$ cat config.mk
export PLATFORM = sky130hd
export DESIGN_NAME = fpu_result_arbiter
export DESIGN_NICKNAME = d
export VERILOG_FILES = /design/src/rtl/fpu_result_arbiter.sv
export SDC_FILE = /design/constraint.sdc
export NUM_CORES = 1
export LEC_CHECK = 0
export ABC_AREA = 1
export CORE_MARGIN = 2
export CORE_UTILIZATION = 60
export CTS_CLUSTER_DIAMETER = 200
export CTS_CLUSTER_SIZE = 10
export DETAILED_ROUTE_END_ITERATION = 8
export DONT_BUFFER_PORTS = 1
export PLACE_DENSITY = 0.76
export SYNTH_ARGS = -nofsm -noshare
export SYNTH_HDL_FRONTEND = slang
export SYNTH_SLANG_ARGS = --single-unit
$ cat constraint.sdc
create_clock -name ck -period 6.1 [get_ports ck]
set_clock_uncertainty 0.05 [all_clocks]
set_input_delay 0.61 -clock ck [delete_from_list [all_inputs] [get_ports ck]]
set_output_delay 0.61 -clock ck [all_outputs]
set_load 0.1 [all_outputs]
$ cat src/rtl/fpu_result_arbiter.sv
// Merges execute and load-return FPU results into one registered XIF result port.
// Define RVFPM_RR_ARB_EN for round-robin arbitration; otherwise the load FIFO has fixed priority.

module fpu_result_fifo #(
    parameter int IDW   = 4,
    parameter int PW    = 38,
    parameter int DEPTH = 2
) (
    input  logic           ck,
    input  logic           rst,
    input  logic           push_valid,
    output logic           push_ready,
    input  logic [IDW-1:0] push_id,
    input  logic [PW-1:0]  push_payload,
    input  logic           kill_valid,
    input  logic [IDW-1:0] kill_id,
    input  logic           pop,
    output logic           head_valid,
    output logic           head_live,
    output logic [IDW-1:0] head_id,
    output logic [PW-1:0]  head_payload
);
    localparam int AW = $clog2(DEPTH);

    logic [IDW-1:0]   id_q      [DEPTH];
    logic [PW-1:0]    payload_q [DEPTH];
    logic [DEPTH-1:0] live_q;
    logic [AW:0]      wptr;
    logic [AW:0]      rptr;
    logic [AW-1:0]    widx;
    logic [AW-1:0]    ridx;
    logic             push;

    assign widx = wptr[AW-1:0];
    assign ridx = rptr[AW-1:0];

    // The extra pointer bit tells full (MSBs differ) from empty (pointers equal).
    assign push_ready   = !((wptr[AW] != rptr[AW]) && (widx == ridx));
    assign head_valid   = (wptr != rptr);
    assign push         = push_valid && push_ready;
    assign head_id      = id_q[ridx];
    assign head_payload = payload_q[ridx];
    assign head_live    = live_q[ridx] && !(kill_valid && (id_q[ridx] == kill_id));

    always_ff @(posedge ck) begin
        if (!rst) begin
            wptr   <= '0;
            rptr   <= '0;
            live_q <= '0;
        end else begin
            for (int i = 0; i < DEPTH; i++) begin
                if (kill_valid && (id_q[i] == kill_id)) begin
                    live_q[i] <= 1'b0;
                end
            end
            // A same-cycle kill of the incoming id stores it already dead.
            if (push) begin
                live_q[widx] <= !(kill_valid && (push_id == kill_id));
                wptr         <= wptr + (AW+1)'(1);
            end
            if (pop) begin
                rptr <= rptr + (AW+1)'(1);
            end
        end
    end

    // NOTE: entry storage has no reset; the pointers and live bits decide what is meaningful.
    always_ff @(posedge ck) begin
        if (push) begin
            id_q[widx]      <= push_id;
            payload_q[widx] <= push_payload;
        end
    end
endmodule

module fpu_result_arbiter #(
    parameter int X_ID_WIDTH = 4,
    parameter int FLEN       = 32,
    parameter int DEPTH      = 2
) (
    input  logic                  ck,
    input  logic                  rst,
    input  logic                  ex_valid,
    output logic                  ex_ready,
    input  logic [X_ID_WIDTH-1:0] ex_id,
    input  logic [FLEN-1:0]       ex_data,
    input  logic [4:0]            ex_rd,
    input  logic                  ex_we,
    input  logic                  mem_valid,
    output logic                  mem_ready,
    input  logic [X_ID_WIDTH-1:0] mem_id,
    input  logic [FLEN-1:0]       mem_data,
    input  logic [4:0]            mem_rd,
    input  logic                  mem_we,
    input  logic                  commit_valid,
    input  logic [X_ID_WIDTH-1:0] commit_id,
    input  logic                  commit_kill,
    output logic                  result_valid,
    input  logic                  result_ready,
    output logic [X_ID_WIDTH-1:0] result_id,
    output logic [FLEN-1:0]       result_data,
    output logic [4:0]            result_rd,
    output logic                  result_we
);
    localparam int PW = FLEN + 6;

    logic                  kill_valid;
    logic                  ex_head_valid, ex_head_live, ex_elig, ex_pop;
    logic                  ld_head_valid, ld_head_live, ld_elig, ld_pop;
    logic [X_ID_WIDTH-1:0] ex_head_id, ld_head_id;
    logic [PW-1:0]         ex_head_payload, ld_head_payload;
    logic                  load_en;
    logic                  grant_ex, grant_ld;

    assign kill_valid = commit_valid && commit_kill;

    fpu_result_fifo #(.IDW(X_ID_WIDTH), .PW(PW), .DEPTH(DEPTH)) u_ex_fifo (
        .ck           (ck),
        .rst          (rst),
        .push_valid   (ex_valid),
        .push_ready   (ex_ready),
        .push_id      (ex_id),
        .push_payload ({ex_data, ex_rd, ex_we}),
        .kill_valid   (kill_valid),
        .kill_id      (commit_id),
        .pop          (ex_pop),
        .head_valid   (ex_head_valid),
        .head_live    (ex_head_live),
        .head_id      (ex_head_id),
        .head_payload (ex_head_payload)
    );

    fpu_result_fifo #(.IDW(X_ID_WIDTH), .PW(PW), .DEPTH(DEPTH)) u_ld_fifo (
        .ck           (ck),
        .rst          (rst),
        .push_valid   (mem_valid),
        .push_ready   (mem_ready),
        .push_id      (mem_id),
        .push_payload ({mem_data, mem_rd, mem_we}),
        .kill_valid   (kill_valid),
        .kill_id      (commit_id),
        .pop          (ld_pop),
        .head_valid   (ld_head_valid),
        .head_live    (ld_head_live),
        .head_id      (ld_head_id),
        .head_payload (ld_head_payload)
    );

    assign ex_elig = ex_head_valid && ex_head_live;
    assign ld_elig = ld_head_valid && ld_head_live;
    assign load_en = !result_valid || result_ready;

`ifdef RVFPM_RR_ARB_EN
    logic last_ld;

    always_ff @(posedge ck) begin
        if (!rst) begin
            last_ld <= 1'b0;
        end else if (grant_ex || grant_ld) begin
            last_ld <= grant_ld;
        end
    end
`endif

    // NOTE: every always_comb output gets a default first so no latch is inferred.
    always_comb begin
        grant_ex = 1'b0;
        grant_ld = 1'b0;
        if (load_en) begin
`ifdef RVFPM_RR_ARB_EN
            if (ex_elig && ld_elig) begin
                grant_ld = !last_ld;
                grant_ex = last_ld;
            end else begin
                grant_ex = ex_elig;
                grant_ld = ld_elig;
            end
`else
            grant_ld = ld_elig;
            grant_ex = ex_elig && !ld_elig;
`endif
        end
    end

    // Dead heads drain without a grant, in parallel with any granted pop.
    assign ex_pop = grant_ex || (ex_head_valid && !ex_head_live);
    assign ld_pop = grant_ld || (ld_head_valid && !ld_head_live);

    always_ff @(posedge ck) begin
        if (!rst) begin
            result_valid <= 1'b0;
            result_id    <= '0;
            result_data  <= '0;
            result_rd    <= '0;
            result_we    <= 1'b0;
        end else if (load_en) begin
            result_valid <= grant_ex || grant_ld;
            if (grant_ld) begin
                result_id                            <= ld_head_id;
                {result_data, result_rd, result_we}  <= ld_head_payload;
            end else if (grant_ex) begin
                result_id                            <= ex_head_id;
                {result_data, result_rd, result_we}  <= ex_head_payload;
            end
        end
    end
endmodule

# Word-level counts from Yosys, hierarchy flattened
# Memories as Yosys holds them, arrays and structs flattened. A register that Yosys moved wholly into a read port is not among the register bits.
# Index checks and enable logic that the tools add are counted.
# word_totals
register_bits	55
latchBits	0
ramBits	168
romBits	0
inputBits	95
output_inout_bits	45
elab_cells	119
mem_count	4
# classes
n_addsub	4
n_mul	0
div_mod_pow	0
magnitude_cmp	6
eq_ne	14
shifts	0
n_mux	42
bitwise_logic	0
n_reduce_logical	38
# memory_table
memory	depth	word_bits	rd	rd_ports_with_merged_regs	write_ports	line_no	text
u_ex_fifo.payload_q	2	38	1	1	1	26	logic [PW-1:0] payload_q [DEPTH];
u_ld_fifo.payload_q	2	38	1	1	1	26	
u_ex_fifo.id_q	2	4	3	1	1	25	logic [IDW-1:0] id_q [DEPTH];
u_ld_fifo.id_q	2	4	3	1	1	25	
# ops
operator	n
$mux W32	2
$eq A4 B4 Y1	8
$mux W1	30
$logic_and A1 B1 Y1	22
$logic_not A1 Y1	10
$mux W5	2
$add A2 B1 Y2 const B	4
$lt A1 B2 Y1 const B	4
$mux W4	2
$bwmux W2	2
$logic_or A1 B1 Y1	4
$mux W2	2
$ne A2 B2 Y1	2
$demux W1 S1	2
$eq A1 B1 Y1	2
$ge A1 B1 Y1 const B	2
$ne A1 B1 Y1	2
$reduce_and A2 Y1	1
$reduce_bool A2 Y1	1

# Depth between registers and ports, before layout
# Gate-level depths: netlist of the first run.
# depth
depth_word	11
ltp_mapped	14
depth_no_buf	13

# By module
# Synthesis of the first run repeated with hierarchy kept, for this count alone.
# hier_totals
cells_unflattened	1091
area_unflattened_um2	9846.9
# modules_own_cells
mod	n_inst	cells_per_inst	area_per_inst_um2	seq_area_each_um2
fpu_result_fifo at u_ex_fifo	1	332	3678.5	2662.6
fpu_result_fifo at u_ld_fifo	1	332	3666.0	2662.6
fpu_result_arbiter	1	427	2502.4	860.8

# Worst setup path after synthesis of the first run
# OpenSTA, ideal clock, no wires.
# synth_timing
path_type	reg2reg
from	register u_ex_fifo.rptr[0]
to	register u_ex_fifo.live_q[0]
setup_time_ps	130
arrival_ps	3824
t_required_ps	5920
setup_slack_ps	2096
stages_incl_launch_ff	9
path_buffers	0
synth_period_minus_slack_ps	4004
path_cell_list	dfxtp_1 xor2_1 inv_1 nand2_1 nand2_1 nor2_1 inv_1 o21ai_0 a21oi_1
# synth_between
elab_chain_cells	5
# synth_lines
element	line_no	text
start, declared	29	logic [AW:0] rptr;
start signal, assigned	62	rptr <= rptr + (AW+1)'(1);
$eq A1 B1 Y1	38	assign push_ready = !((wptr[AW] != rptr[AW]) && (widx == ridx));
$logic_and A1 B1 Y1	38	
$logic_not A1 Y1	38	
via ex_ready	84	output logic ex_ready,
$logic_and A1 B1 Y1	40	assign push = push_valid && push_ready;
$mux W2	57	if (push) begin
end signal, assigned by index	58	live_q[widx] <= !(kill_valid && (push_id == kill_id));
end, declared	27	logic [DEPTH-1:0] live_q;
# The timed path passes the listed nets, and every way through them passes these cells.
# A chain may end at the register's enable or synchronous reset.

==> flow_summary.json, run 1 <==
{
  "status": "completed",
  "p_switching_uw": 2400,
  "worstPathMaxFanout": 45,
  "clk_pin_slew_worst_paths_ns": 0.06,
  "cp.arrival_ns": 4.23,
  "clock_path_buffers": 3,
  "yosysSeqAreaShare_pct": 67.3,
  "numClockSinks": 225,
  "max_freq_ghz": 0.261,
  "die_h_um": 128,
  "power.density_nw_per_um2": 555,
  "cap_viol_max_count": 0,
  "clkLatencyLatePin_ns": 0.51,
  "cts_buffers": 26,
  "tightest_slew_ns": 1.09,
  "power_leakage_uw": 0.00407,
  "vias": 6047,
  "fin_nets": 991,
  "post-route-period-util_pct": 62.7,
  "cts_hold_buffers": 0,
  "syn_area_per_cell_um2": 10.1,
  "clockRootBuffer": "clkbuf_16",
  "clockPowerShare_pct": 24.4,
  "pwr-share-comb_pct": 19.9,
  "syn-num-nets": 1003,
  "cp.required_ns": 6.50,
  "finalWeightedCongestion": 0.861,
  "layout-drive-gt1-share_pct": 5.35,
  "path_class": "flip-flop to flip-flop",
  "ys_warn_count": 0,
  "holdWs_ns": 0.138,
  "synthFlopType": "edfxtp_1",
  "placementRows": 45,
  "synth_edf_count": 168,
  "drc": 0,
  "wl_per_cell_um": 16.8,
  "syn_area_um2": 9200,
  "synthArstFlopShare_pct": 0,
  "setup_viol": 0,
  "antenna_left": 0,
  "cp-start-kind": "flip-flop",
  "grt_pass1_wl_um": 29000,
  "dieArea_um2": 16300,
  "rsz0062_at_grt": "false",
  "final.setup.tns_ns": 0,
  "antenna_found_initial": 0,
  "synth_top_cell_area_share_pct": 54.8,
  "postCtsSetupBuffers": 0,
  "grt_max_degree": 85,
  "postPlaceCellArea_um2": 9230,
  "wirelength_um": 18600,
  "hold_depth": 0,
  "vias_per_cell": 5.48,
  "stdcell_area_um2": 9970,
  "reg2reg_slack_ns": 2.27,
  "cts.htree.levels": 1,
  "reg2regPathDepth": 10,
  "ir_drop_v": 0.000354,
  "end_kind": "flip-flop",
  "initial_core_util_pct": 61.0,
  "fin_util_pct": 66.1,
  "firstDrtPassIters": 5,
  "p_int_uw": 3140,
  "fin_crit_ns": 3.83,
  "port_buffers": 0,
  "slew_headroom_pct": 27.2,
  "tritoncts": "yes",
  "synth_area_leaders": "edfxtp_1, nand2_1, dfxtp_1",
  "place_inst": 1056,
  "detail_route.iter0.violations": 392,
  "cts_resized": 0,
  "slew_violations": 0,
  "syn_inst": 908,
  "yosys.area.top_type": "edfxtp_1",
  "switching_share_pct": 43.3,
  "pwr-share-seq_pct": 55.7,
  "hpwl_um": 11700,
  "die_x_um": 128,
  "synth.most_common_cell": "nand2_1",
  "fp.coreArea_um2": 15100,
  "synth_commonest_cells": "nand2_1, edfxtp_1, nor2_1, dfxtp_1, a21oi_1",
  "areaGrowthSynthToFinish_pct": 8.45,
  "fin_cells": 1104,
  "grt_pass1_vias": 5840,
  "grt.overflow.total": 0,
  "hp-class": "input port to flip-flop",
  "yosysUniqueCellTypes": 34,
  "num_io_pins": 140,
  "diodes": 0,
  "hold_viol": 0,
  "ys_ff_latch": 225,
  "grt_usage_pct": 22.6
}
[through the flow]
step | setup slack, ns | power [uW]
2_1_floorplan | 2.10 | 3970
3_3_place_gp | 2.36 | 4180
3_5_place_dp | 2.29 | 4220
4_1_cts | 2.26 | 5570
5_1_grt | 1.87 | 5820
6_report | 2.27 | 5540
[area by class of cell]
| class | instances | area [um^2] |
|---|---|---|
| inverter | 27 | 104 |
| timing repair buffer | 4 | 30.0 |
| fill | 1180 | 5110 |
| clock buffer | 46 | 726 |
| clock inverter | 2 | 22.5 |
| tap | 188 | 235 |
| sequential | 225 | 6190 |
| multi-input combinational | 612 | 2670 |
[state kept, by name, summed over array words and instances (netlist names), named ones only]
name and cells:
result_we 1, u_ex_fifo.payload_q 76, result_data 32, u_ld_fifo.rptr 2, u_ex_fifo.rptr 2, u_ld_fifo.live_q 2
u_ld_fifo.wptr 2, u_ex_fifo.wptr 2, result_valid 1, u_ex_fifo.id_q 8, result_rd 5, u_ld_fifo.payload_q 76
u_ex_fifo.live_q 2, u_ld_fifo.id_q 8, result_id 4
[path summary, 6_finish.rpt]
check / from / to
worst max register to register: flip-flop / result_data[10]
worst min-delay path: ex_data[5] / u_ex_fifo.payload_q[1][11]
worst min register to register: u_ld_fifo.wptr[1] / u_ld_fifo.wptr[1]
worst max-delay path: flip-flop / result_data[10]
[placed cells by master, fill, tap and decap left out, types with 2 or more instances in the layout]
cell type / n
nor2_1: 67
a21oi_1: 52
clkbuf_1: 20
a211oi_1: 2
clkbuf_16: 26
nand3_1: 24
xor2_1: 6
nand3b_1: 2
buf_4: 4
o22ai_1: 3
dfxtp_1: 55
nand2_2: 2
nand2_1: 376
inv_2: 3
nor2_4: 4
o21ai_0: 45
a221oi_1: 5
dfxtp_2: 2
o21ai_1: 8
edfxtp_1: 168
inv_4: 2
inv_1: 22
xnor2_1: 6
[power by group through the flow]
stage	sequential, uW	clock [uW]	combinational [uW]
floorplan	2980	0	985
global placement	3110	0	1070
detailed placement	3120	0	1100
CTS	3090	1370	1110
global route	3120	1430	1270
finish	3080	1350	1100
[worst max-delay path, stage by stage, from the launching register on]
cell     delay, ns
dfxtp_2       0.99
inv_2         0.63
nand2_1       0.22
nand3_1       0.09
nand2_1       0.06
nor2_1        0.05
nand3_2       0.09
nand3_4       0.44
inv_2         0.82
a21oi_1       0.17
nor2_1        0.13
[layer usage]
layer | vias to the layer above | wire (um) | track usage [%]
met5 | - | 0 | 0
met4 | 0 | 340 | 7.69
met3 | 21 | 1710 | 8.06
met2 | 174 | 8980 | 38.2
met1 | 2834 | 7540 | 27.2
li1 | 3018 | - | -
[kinds of logic (layout without fill, tap and decap cells)]
logic type | count (synthesis) | after routing | share of synthesized area [%]
AOI/OAI and AO/OA | 117 | 117 | 6.73
xor gates and xnor gates | 12 | 12 | 1.14
buffers and inverters | 71 | 79 | 4.15
DFF | 225 | 225 | 67.3
muxes | 2 | 2 | 0.231
and+or+nand+nor | 481 | 481 | 20.5
Power figures use the tool's default switching activity.
==> run 2: changes to the inputs <==
==> constraint.sdc (replaced) <==
create_clock -name ck -period 3.6 [get_ports ck]
set_clock_uncertainty 0.05 [all_clocks]
set_input_delay 0.36 -clock ck [delete_from_list [all_inputs] [get_ports ck]]
set_output_delay 0.36 -clock ck [all_outputs]
set_load 0.1 [all_outputs]
==> flow_summary.json, run 2 (same netlist as run 1, synthesis figures left out) <==
{
  "rsz0062_at_grt": "false",
  "num_io_pins": 140,
  "worstPathMaxFanout": 44,
  "die_x_um": 128,
  "die_h_um": 128,
  "stdcell_area_um2": 11000,
  "tritoncts": "yes",
  "diodes": 0,
  "pwr-share-seq_pct": 52.8,
  "power_leakage_uw": 0.00449,
  "grt_pass1_wl_um": 32600,
  "wl_per_cell_um": 17.6,
  "switching_share_pct": 43.5,
  "wirelength_um": 21100,
  "hp-class": "input port to flip-flop",
  "reg2reg_slack_ns": 0.87,
  "finalWeightedCongestion": 0.824,
  "clkLatencyLatePin_ns": 0.51,
  "grt_usage_pct": 25.7,
  "slowest_stage": "dfxtp_2",
  "slew_headroom_pct": 29.2,
  "dieArea_um2": 16300,
  "holdWs_ns": 0.0490,
  "final_cell_mix": "nand2_1, edfxtp_1, dlygate4sd3_1",
  "clockRootBuffer": "clkbuf_16",
  "hold_viol": 0,
  "fp.coreArea_um2": 15100,
  "cts_buffers": 26,
  "largest_registers": "u_ex_fifo.payload_q: 76 flops, u_ld_fifo.payload_q: 76 flops, result_data: 32 flops",
  "firstDrtPassIters": 5,
  "fin_util_pct": 72.6,
  "cp.arrival_ns": 3.11,
  "vias_per_cell": 5.53,
  "vias": 6621,
  "hpwl_um": 11800,
  "cp_top_family": "simple AND/OR/NAND/NOR gates",
  "placementRows": 45,
  "ir_drop_v": 0.000478,
  "grt_max_degree": 48,
  "pwr-share-comb_pct": 23.0,
  "drc": 0,
  "cts.htree.levels": 1,
  "antenna_left": 0,
  "path_class": "flip-flop to flip-flop",
  "clockPowerShare_pct": 24.1,
  "setup_viol": 0,
  "layout-drive-gt1-share_pct": 5.95,
  "p_int_uw": 5470,
  "cp-start-kind": "flip-flop",
  "numClockSinks": 225,
  "port_buffers": 0,
  "grt.overflow.total": 0,
  "pre_cts_ws_ns": 1.00,
  "postCtsSetupBuffers": 0,
  "slew_violations": 0,
  "status": "completed",
  "fin_nets": 1086,
  "cp.required_ns": 3.98,
  "post-route-period-util_pct": 75.9,
  "antenna_found_initial": 0,
  "tightest_slew_ns": 1.06,
  "path_cells": "inv_2, nand2_1, nand2_1, nand2_1, nand2_1, nor2_1, nand3_2, nand3_4, buf_4, nand2_1, nand2_1, a21oi_1, nor2_1",
  "path_buf_inv": 2,
  "worst_slack_ns": 0.869,
  "critPathMaxStageDelay_ns": 0.62,
  "end_kind": "flip-flop",
  "cap_viol_max_count": 0,
  "final_common_cell": "nand2_1",
  "areaGrowthSynthToFinish_pct": 19.1,
  "initial_core_util_pct": 61.0,
  "power.density_nw_per_um2": 884,
  "postPlaceCellArea_um2": 9340,
  "grt_pass1_vias": 6398,
  "max_freq_ghz": 0.366,
  "clock_path_buffers": 3,
  "path_common_cell": "nand2_1",
  "fin_crit_ns": 2.73,
  "p_switching_uw": 4210,
  "detail_route.iter0.violations": 581,
  "clk_pin_slew_worst_paths_ns": 0.06
}
-- run 2: cell count changes in the layout (fill, tap and decap cells not counted) --
cell / change
buf_12: +4
buf_4: +7
dlygate4sd3_1: +84
clkbuf_1: -2
clkbuf_16: +1
clkinv_8: -1
clkinvlp_4: +1
inv_4: -1
-- run 2: cell type report --
| cell class | instances | area [um^2] |
|---|---|---|
| fill | 1042 | 4140 |
| tap | 188 | 235 |
| clock inverter | 1 | 7.51 |
| clock buffer | 45 | 743 |
| inverter | 27 | 104 |
| timing repair buffer | 99 | 1000 |
| multi-input combinational | 612 | 2670 |
| sequential | 225 | 6190 |
-- run 2: power groups by stage --
stage / logic [uW] / clock network, uW / registers (uW)
after global placement: 2040 / 0 / 5140
after CTS: 2210 / 2350 / 5100
after detailed placement: 2090 / 0 / 5150
final: 2230 / 2340 / 5110
after global routing: 2490 / 2470 / 5160
after floorplan: 1670 / 0 / 5050
-- run 2: final timing paths --
kind                                         from                   to  cells past startpoint
worst max-delay path                    flip-flop      result_data[20]                     13
worst min-delay path                          rst  u_ld_fifo.live_q[1]                      2
worst max register to register          flip-flop      result_data[20]                     13
worst min register to register  u_ld_fifo.wptr[1]    u_ld_fifo.wptr[1]                      1
-- run 2: through the flow --
stage	setup TNS (ns)	power, uW	std cells
floorplan	-12.68	6720	908
global placement	0	7180	1066
detailed placement	0	7240	1066
CTS	0	9660	1197
global route	0	10100	1197
finish	0	9680	1197
-- run 2: repair_timing --
action / 4_1_cts / 5_1_grt
endpoints found under the hold margin: 216 / 0
gates resized for setup: 0 / 0
hold buffers: 85 / 0
-- run 2: per-layer routing --
layer | wire length [um] | global-route usage (%)
met5 | 0 | 0
met4 | 790 | 10.7
met3 | 1520 | 5.09
met2 | 10500 | 44.4
met1 | 8320 | 32.0
==> run 3: changes to the inputs <==
==> constraint.sdc (replaced) <==
create_clock -name ck -period 2.6 [get_ports ck]
set_clock_uncertainty 0.05 [all_clocks]
set_input_delay 0.26 -clock ck [delete_from_list [all_inputs] [get_ports ck]]
set_output_delay 0.26 -clock ck [all_outputs]
set_load 0.1 [all_outputs]
==> flow_summary.json, run 3 (same netlist as run 1, synthesis figures left out) <==
{
  "slowest_stage": "dlygate4sd3_1",
  "setup_viol": 0,
  "fin_cells": 1251,
  "cp.arrival_ns": 2.85,
  "wirelength_um": 22200,
  "fin_crit_ns": 2.49,
  "status": "completed",
  "hold_viol": 0,
  "final.setup.tns_ns": 0,
  "hp-class": "input port to flip-flop",
  "clk_pin_slew_worst_paths_ns": 0.06,
  "clkLatencyLatePin_ns": 0.51,
  "die_h_um": 128,
  "pwr-share-comb_pct": 40.8,
  "power_leakage_uw": 0.00479,
  "ff_latch_area_um2": 6190,
  "vias_per_cell": 5.47,
  "fp.coreArea_um2": 15100,
  "path_class": "flip-flop to flip-flop",
  "drc": 0,
  "holdWs_ns": 0.0261,
  "cp.required_ns": 2.96,
  "place_inst": 1115,
  "slew_headroom_pct": 63.3,
  "slew_violations": 0,
  "grt_pass1_wl_um": 34100,
  "end_kind": "flip-flop",
  "clockRootBuffer": "clkbuf_16",
  "port_buffers": 0,
  "multi_input_area_um2": 2670,
  "cp-start-kind": "flip-flop",
  "rsz0062_at_grt": "false",
  "dieArea_um2": 16300,
  "cts_buffers": 26,
  "layout-drive-gt1-share_pct": 10.5,
  "firstDrtPassIters": 5,
  "detail_route.iter0.violations": 550,
  "antenna_found_initial": 0,
  "grt_max_degree": 51,
  "worstPathMaxFanout": 25,
  "switching_share_pct": 42.5,
  "p_switching_uw": 5940,
  "critPathMaxStageDelay_ns": 0.55,
  "stdcell_area_um2": 11400,
  "finalWeightedCongestion": 0.875,
  "cts.htree.levels": 1,
  "cap_viol_max_count": 0,
  "diodes": 0,
  "die_x_um": 128,
  "post-route-period-util_pct": 95.7,
  "cp_top_family": "buffers and inverters",
  "clock_path_buffers": 3,
  "worst_slack_ns": 0.112,
  "max_freq_ghz": 0.402,
  "antenna_left": 0,
  "hpwl_um": 12600,
  "postPlaceCellArea_um2": 9760,
  "vias": 6847,
  "ir_drop_v": 0.000762,
  "num_io_pins": 140,
  "path_common_cell": "nand2_1",
  "power.density_nw_per_um2": 1220,
  "initial_core_util_pct": 61.0,
  "p_int_uw": 8030,
  "placementRows": 45,
  "final_cell_mix": "nand2_1, edfxtp_1, dlygate4sd3_1",
  "grt.overflow.total": 0,
  "tightest_slew_ns": 0.549,
  "grt_usage_pct": 26.8,
  "postCtsSetupBuffers": 0,
  "final_common_cell": "nand2_1",
  "largest_registers": "u_ex_fifo.payload_q: 76 flops, u_ld_fifo.payload_q: 76 flops, result_data: 32 flops",
  "grt_pass1_vias": 6728,
  "areaGrowthSynthToFinish_pct": 24.3,
  "pwr-share-seq_pct": 36.0,
  "clockPowerShare_pct": 23.3,
  "pre_cts_ws_ns": 0.452,
  "path_buf_inv": 4,
  "fin_nets": 1138,
  "numClockSinks": 225,
  "fill_cells": 1004,
  "wl_per_cell_um": 17.7,
  "path_cells": "inv_4, nand2_1, nand3_1, nand2_1, nor2_1, nand3_1, nand4_4, buf_12, nand2_1, o21ai_1, dlygate4sd3_1, inv_1",
  "tritoncts": "yes"
}
run 3: final timing paths:
path / start / endpoint / cells after the start / slack, ns
worst max-delay path: flip-flop / result_valid / 12 / 0.11
worst min-delay path: ex_id[2] / u_ex_fifo.live_q[1] / 4 / 0.03
worst max register to register: flip-flop / result_valid / 12 / 0.11
worst min register to register: u_ex_fifo.live_q[0] / u_ex_fifo.live_q[0] / 2 / 0.42
run 3: per-stage QoR:
step | utilization, % | total power [uW]
2_1_floorplan | - | 9320
3_3_place_gp | 64.7 | 10400
3_5_place_dp | 64.7 | 10500
4_1_cts | 75.5 | 13900
5_1_grt | 75.8 | 14600
6_report | 75.8 | 14000
run 3: repair_timing:
item / 4_1_cts / 5_1_grt
hold endpoints to repair: 224 / 0
gates resized for setup: 0 / 2
hold buffers: 87 / 0
endpoints found under the setup margin: 0 / 1
run 3: area by class of cell:
class                      count  area share (%)
clock buffer                  47            6.57
clock inverter                 1          0.0547
inverter                      27           0.908
multi-input combinational    612            23.4
sequential                   225            54.1
tap                          188            2.06
timing repair buffer         151            12.9
run 3: layer usage:
metal  routed length (um)  up-vias  GRT usage [%]
met3                 1930       56           6.34
met4                  762        0           10.9
met2                10800      312           45.7
met5                    0        -              0
met1                 8690     3177           33.3
li1                     -     3302              -
run 3: power groups by stage:
stage                     Sequential (uW)  Combinational, uW  Clock (uW)
after floorplan                      6980               2340           0
after global placement               5060               5340           0
after detailed placement             5080               5410           0
after CTS                            5010               5580        3270
after global routing                 5090               6100        3430
final                                5030               5690        3250
run 3: tightest hold or removal path, stage by stage:
cell and delay, ns:
xnor2_1 0.04, nand3_1 0.09, nand2_1 0.05, a21oi_1 0.10
